### src/rtl/vga_timing_gen.sv
// 800x600@60 Hz VGA timing source: free-running h/v counters decoded into a registered VGA bus plus frame/line strobes.
// Define VGA_TIMING_TEST_PATTERN_EN to drive colour bars in the active area instead of black.
`ifndef VGA_BUS_SIZE
`define VGA_BUS_SIZE 38
`endif

module vga_timing_gen #(
  parameter int unsigned H_ACTIVE = 800,
  parameter int unsigned H_FP     = 40,
  parameter int unsigned H_SYNC   = 128,
  parameter int unsigned H_BP     = 88,
  parameter int unsigned V_ACTIVE = 600,
  parameter int unsigned V_FP     = 1,
  parameter int unsigned V_SYNC   = 4,
  parameter int unsigned V_BP     = 23
) (
  input  logic                     clk,
  input  logic                     rst,
  input  logic                     en,
  output logic [`VGA_BUS_SIZE-1:0] vga_bus_out,
  output logic                     frame_start,
  output logic                     line_start
);

  localparam int unsigned H_TOTAL = H_ACTIVE + H_FP + H_SYNC + H_BP;
  localparam int unsigned V_TOTAL = V_ACTIVE + V_FP + V_SYNC + V_BP;

  localparam logic [10:0] H_LAST       = 11'(H_TOTAL - 1);
  localparam logic [10:0] H_BLNK_START = 11'(H_ACTIVE);
  localparam logic [10:0] H_SYNC_START = 11'(H_ACTIVE + H_FP);
  localparam logic [10:0] H_SYNC_END   = 11'(H_ACTIVE + H_FP + H_SYNC);

  localparam logic [10:0] V_LAST       = 11'(V_TOTAL - 1);
  localparam logic [10:0] V_BLNK_START = 11'(V_ACTIVE);
  localparam logic [10:0] V_SYNC_START = 11'(V_ACTIVE + V_FP);
  localparam logic [10:0] V_SYNC_END   = 11'(V_ACTIVE + V_FP + V_SYNC);

  logic [10:0] r_h_cnt;
  logic [10:0] r_v_cnt;

  logic        w_h_last;
  logic        w_v_last;
  logic        w_hblnk;
  logic        w_hsync;
  logic        w_vblnk;
  logic        w_vsync;
  logic        w_frame_pos;
  logic        w_line_pos;
  logic [11:0] w_rgb;

  logic [10:0] r_hcount;
  logic [10:0] r_vcount;
  logic        r_hsync;
  logic        r_hblnk;
  logic        r_vsync;
  logic        r_vblnk;
  logic [11:0] r_rgb;
  logic        r_frame_start;
  logic        r_line_start;

  assign w_h_last = (r_h_cnt == H_LAST);
  assign w_v_last = (r_v_cnt == V_LAST);

  // Counters never reach the totals: the last value wraps straight back to zero.
  always_ff @(posedge clk) begin
    if (!rst) begin
      r_h_cnt <= '0;
      r_v_cnt <= '0;
    end else if (en) begin
      if (w_h_last) begin
        r_h_cnt <= '0;
        r_v_cnt <= w_v_last ? 11'd0 : r_v_cnt + 11'd1;
      end else begin
        r_h_cnt <= r_h_cnt + 11'd1;
      end
    end
  end

  assign w_hblnk     = (r_h_cnt >= H_BLNK_START);
  assign w_hsync     = (r_h_cnt >= H_SYNC_START) && (r_h_cnt < H_SYNC_END);
  assign w_vblnk     = (r_v_cnt >= V_BLNK_START);
  assign w_vsync     = (r_v_cnt >= V_SYNC_START) && (r_v_cnt < V_SYNC_END);
  assign w_line_pos  = (r_h_cnt == 11'd0);
  assign w_frame_pos = w_line_pos && (r_v_cnt == 11'd0);

`ifdef VGA_TIMING_TEST_PATTERN_EN
  // Eight 128-pixel bars selected by h_cnt[9:7]; black whenever either blanking is active.
  always_comb begin
    w_rgb = 12'h000;
    if (!w_hblnk && !w_vblnk) begin
      case (r_h_cnt[9:7])
        3'd0:    w_rgb = 12'hFFF;
        3'd1:    w_rgb = 12'hFF0;
        3'd2:    w_rgb = 12'h0FF;
        3'd3:    w_rgb = 12'h0F0;
        3'd4:    w_rgb = 12'hF0F;
        3'd5:    w_rgb = 12'hF00;
        3'd6:    w_rgb = 12'h00F;
        default: w_rgb = 12'h000;
      endcase
    end
  end
`else
  assign w_rgb = 12'h000;
`endif

  // One register stage keeps every bus field aligned with the same counter snapshot.
  always_ff @(posedge clk) begin
    if (!rst) begin
      r_hcount      <= '0;
      r_vcount      <= '0;
      r_hsync       <= 1'b0;
      r_hblnk       <= 1'b0;
      r_vsync       <= 1'b0;
      r_vblnk       <= 1'b0;
      r_rgb         <= '0;
      r_frame_start <= 1'b0;
      r_line_start  <= 1'b0;
    end else if (en) begin
      r_hcount      <= r_h_cnt;
      r_vcount      <= r_v_cnt;
      r_hsync       <= w_hsync;
      r_hblnk       <= w_hblnk;
      r_vsync       <= w_vsync;
      r_vblnk       <= w_vblnk;
      r_rgb         <= w_rgb;
      r_frame_start <= w_frame_pos;
      r_line_start  <= w_line_pos;
    end else begin
      // Frozen bus must not repeat a strobe when counting resumes.
      r_frame_start <= 1'b0;
      r_line_start  <= 1'b0;
    end
  end

  assign vga_bus_out = {r_hcount, r_hsync, r_hblnk, r_vcount, r_vsync, r_vblnk, r_rgb};
  assign frame_start = r_frame_start;
  assign line_start  = r_line_start;

endmodule
### config.mk
export PLATFORM = sky130hd
export DESIGN_NAME = vga_timing_gen
export DESIGN_NICKNAME = d
export VERILOG_FILES = /design/src/rtl/vga_timing_gen.sv
export SDC_FILE = /design/constraint.sdc
export NUM_CORES = 1
export LEC_CHECK = 0
export BUFFER_PORTS_ARGS = -buffer_cell sky130_fd_sc_hd__buf_4
export CORE_MARGIN = 3
export CORE_UTILIZATION = 35
export DETAILED_ROUTE_END_ITERATION = 7
export PLACE_DENSITY_LB_ADDON = 0.1
export SLEW_MARGIN = 20
export SYNTH_ARGS = -nofsm -noshare
export SYNTH_HDL_FRONTEND = slang
export SYNTH_SLANG_ARGS = --single-unit
### constraint.sdc
create_clock -name clk -period 2.7 [get_ports clk]
set_input_delay 0.54 -clock clk [delete_from_list [all_inputs] [get_ports clk]]
set_output_delay 0.54 -clock clk [all_outputs]
set_load 0.02 [all_outputs]
Word level (Yosys, flattened, before mapping)
Cells that the tools add are included.
{"block": "op_classes", "n_eq_ne": 2, "mux": 2, "reduce_logical": 7, "magnitude_cmp": 6, "add_sub_neg": 2}
{"op": "11-bit by 10-bit >= comparator with 1-bit output (second input constant)", "n": 4}
{"op": "11-bit by 1-bit adder with 11-bit output (second input constant)", "n": 2}
{"op": "11-bit logical NOT", "n": 2}
{"op": "11-bit by 10-bit < comparator with 1-bit output (second input constant)", "n": 2}
{"op": "11-bit 2-to-1 mux", "n": 2}
{"op": "11-bit by 10-bit equality test with 1-bit output (second input constant)", "n": 1}
{"op": "11-bit equality test (second input constant)", "n": 1}
{"op": "2-bit AND reduction", "n": 2}
{"op": "1-bit logical AND", "n": 3}
{"block": "totals", "register_bits": 50, "out_inout_bits": 40, "elab_cells": 29, "inputBits": 3}

Longest topological paths before layout
{"block": "depth", "word_depth": 2, "depth_mapped": 6, "ltp_nobuf": 6}

Worst setup path before layout
Ideal clock, no wire load.
{"block": "synth_path", "path_type": "reg-to-reg", "start": "register r_h_cnt[5]", "end": "register r_v_cnt[8]", "stages_incl_launch_ff": 6, "setup_ps": 70, "arrival_time_ps": 1922, "period_less_slack_ps": 1992, "slack_ps": 708, "required_ps": 2630, "path_cell_list": "dfxtp_1 buf_6 or3_4 or4_4 or4_1 a21oi_1"}
{"block": "synth_via", "elab_chain_cells": 2}
{"item": "start, declared", "line": "38", "rtl": "logic [10:0] r_h_cnt;"}
{"item": "start signal, assigned", "line": "74", "rtl": "r_h_cnt <= r_h_cnt + 11'd1;"}
{"item": "11-bit equality test", "line": "61", "rtl": "assign w_h_last = (r_h_cnt == H_LAST);"}
{"item": "2-bit AND reduction (no source line)"}
{"item": "end signal, assigned", "line": "72", "rtl": "r_v_cnt <= w_v_last ? 11'd0 : r_v_cnt + 11'd1;"}
{"item": "end, declared", "line": "39", "rtl": "logic [10:0] r_v_cnt;"}
Every way passes these cells.
A chain may end at the register's enable or synchronous reset.

Final worst setup path
{"block": "layout_path", "start": "register r_h_cnt[1]", "end": "register r_v_cnt[8]"}
The elaborated chain is that of the path after synthesis.

==> results.md <==
* Area delta synth->final at 12.7%
* # diodes at 0
* GRT Util Overall at 14.4%
* PwrDens at 486 nW/um^2
* Ys async rst share at 0%
* DRT Wirelength at 5.13 mm
* Port Buffers at 30
* CP endpoint kind: flip-flop
* Worst-path fanout max at 6
* GP Congestion at 0.822
* Post-synthesis cell count at 272
* Post-synth cell types at 42
* Clock Tree Root: clkbuf_8
* Die H at 88.5 um
* Post-CTS setup buffers at 0
* CTS sink cnt at 50
* Setup violations, final at 0
* Ratio of cells with drive above 1 in the final layout at 16.0%
* Total CTS buffers at 5
* Crit path cell chain: ha_1, nand4_1, or4_4, or4_1, a21oi_1
* Starting Density at 36.8%
* Worst VDD drop at 0.000201 V
* Hold buffers post-CTS at 0
* Grt ovf at 0
* Core area at 6460 sq um
* Cell count after placement at 363
* Critical Path Max Stage Delay at 0.59 ns
* Worst setup SP type: flip-flop
* Vias in the first global route at 1,751
* CP bufs+invs at 0
* Worst Setup Slack, final at 0.559 ns
* Slowest CP cell: or4_4
* DR DRC count at 0
* Chip Width at 88.5 um
* Ys Warns at 0
* Largest net degree at the start of global routing at 21
* # rows at 29
* Maxcap violations at 0
* I/O Pins at 43
* Synth Cell Area at 2380 sq um
* Post-DP HPWL at 3.69 mm
* Post-layout net count at 301
* Initial drt markers at 48
* Synth Flop Type: dfxtp_1
* H-Tree Depth at 2
* Crit Path Category: reg -> reg
* RSZ-0062 raised after global routing: no
* CTS tree: done
* Crit share post-route at 79.3%
* CTS resizes at 0
* Avg Inst Size Synth at 8.75 sq um
* Initial antenna violation count at 0
* Clk buf depth at 2
* Final hold vios at 0
* P_leak at 1.08 nW
* Seq/Total Area, Yosys at 42.1%
* CP required at 2.94 ns
* Crit path DAT at 2.38 ns
* Worst skew pair latency at 0.31 ns
* Final Util at 41.5%
* Min Tclk post-route at 2.14 ns
* FMAX at 467 MHz
* TNS Setup at 0 ns
* Worst-path clk slew at 0.10 ns
* Hold WC Path Type: reg -> reg
* Setup WS pre-CTS at 0.527 ns
* Register bit total from synthesis at 50
* Avg WL per Cell at 13.8 um
* Outcome: finished, final reports clean
* Vias post-DR at 1,866
* Die area at 7830 sq um
* Fillers at 690
* First-pass GRT wire length at 8.82 mm
* Vias per Instance at 5.03
* Worst path top cell family by delay: simple AND/OR/NAND/NOR gates
* Post-route ant nets at 0
* Max-slew violations at 0
* Layout Cells excl Fill at 371
* Post-synth EDFFs at 0
* Iteration count of the initial detailed-routing pass at 4
* Clock skew at 0.0136 ns
## report_power, final
part / internal (mW) / switching, mW
clock: 0.211 / 0.261
sequential: 0.744 / 0.00512
combinational: 0.0263 / 0.0549
## final timing paths
| check | startpoint | to | slack (ns) | cells past startpoint |
|---|---|---|---|---|
| worst min-delay path | r_vsync | r_vsync | 0.47 | 2 |
| worst min register to register | r_vsync | r_vsync | 0.47 | 2 |
| worst max register to register | r_h_cnt[1] | r_v_cnt[8] | 0.56 | 5 |
| worst max-delay path | r_h_cnt[1] | r_v_cnt[8] | 0.56 | 5 |
## cell type report
cell class	instances	area [sq um]	share of cell area [%]
multi-input combinational	194	1200	44.9
timing repair buffer	33	248	9.24
clock buffer	6	82.6	3.08
clock inverter	2	16.3	0.606
inverter	9	33.8	1.26
tap	77	96.3	3.59
sequential	50	1000	37.3
## cell usage after synthesis, drive strengths merged (4+ instances only)
| master | instances | area, sq um |
|---|---|---|
| a21oi | 15 | 75.1 |
| and4 | 4 | 35.0 |
| buf | 19 | 139 |
| clkbuf | 11 | 42.5 |
| dfxtp | 50 | 1000 |
| ha | 5 | 62.6 |
| inv | 9 | 33.8 |
| mux2i | 22 | 220 |
| nand2 | 21 | 78.8 |
| nand2b | 6 | 37.5 |
| nand3 | 11 | 55.1 |
| nand4 | 6 | 37.5 |
| nor2 | 36 | 135 |
| nor3 | 5 | 25.0 |
| o21ai | 5 | 25.0 |
| o31ai | 4 | 30.0 |
| o32ai | 4 | 35.0 |
| or4 | 5 | 41.3 |
| xnor2 | 6 | 52.6 |
| xor2 | 4 | 35.0 |
## cell families after synthesis
| family | synth area share (%) |
|---|---|
| other | 0.158 |
| adders and majority gates | 2.63 |
| and+or+nand+nor | 23.9 |
| DFF | 42.1 |
| AOI/OAI and AO/OA | 8.78 |
| buffers and inverters | 9.04 |
| xor gates and xnor gates | 3.68 |
| muxes | 9.73 |
## registers in the layout (all words and copies together), names as in the netlist
name / flops
r_hcount: 11
r_h_cnt: 11
r_vsync: 1
r_hblnk: 1
r_hsync: 1
line_start: 1
r_v_cnt: 11
frame_start: 1
r_vcount: 11
r_vblnk: 1
## layout by cell type (no fill, tap or decap), types with 2 or more instances in the layout
master     n
a21oi_1   15
a31oi_1    2
and3_1     2
and4_1     4
buf_4     33
clkbuf_8   6
conb_1    12
dfxtp_1   50
ha_1       5
inv_1      9
mux2i_1   22
nand2_1   21
nand2b_1   6
nand3_1   11
nand4_1    6
nor2_1    36
nor3_1     5
nor4_1     3
o21ai_0    5
o31ai_1    4
o32ai_1    4
or3_1      2
or4_1      4
or4b_2     2
xnor2_1    6
xor2_1     4
## worst register-to-register path, stage by stage (launching register included)
cell and delay (ns):
dfxtp_1 0.43, ha_1 0.24, nand4_1 0.19, or4_4 0.59
or4_1 0.48, a21oi_1 0.14
## routing by layer
metal	global-route usage [%]	vias to the layer above	wire length (um)
met1	20.3	846	2600
met5	0	-	0
met4	4.67	0	62
met2	21.8	48	2240
li1	-	967	-
met3	3.54	5	229
## metrics by stage
step | cell area, sq um | hold WS, ns | power [mW]
final | 2680 | 0.473 | 1.30
after global routing | 2680 | 0.504 | 1.36
after CTS | 2680 | 0.474 | 1.33
after detailed placement | 2580 | 0.461 | 0.849
after global placement | 2580 | 0.458 | 0.849
after floorplan | 2420 | 0.446 | 0.841
No activity file was read; power rests on OpenSTA's default activity.
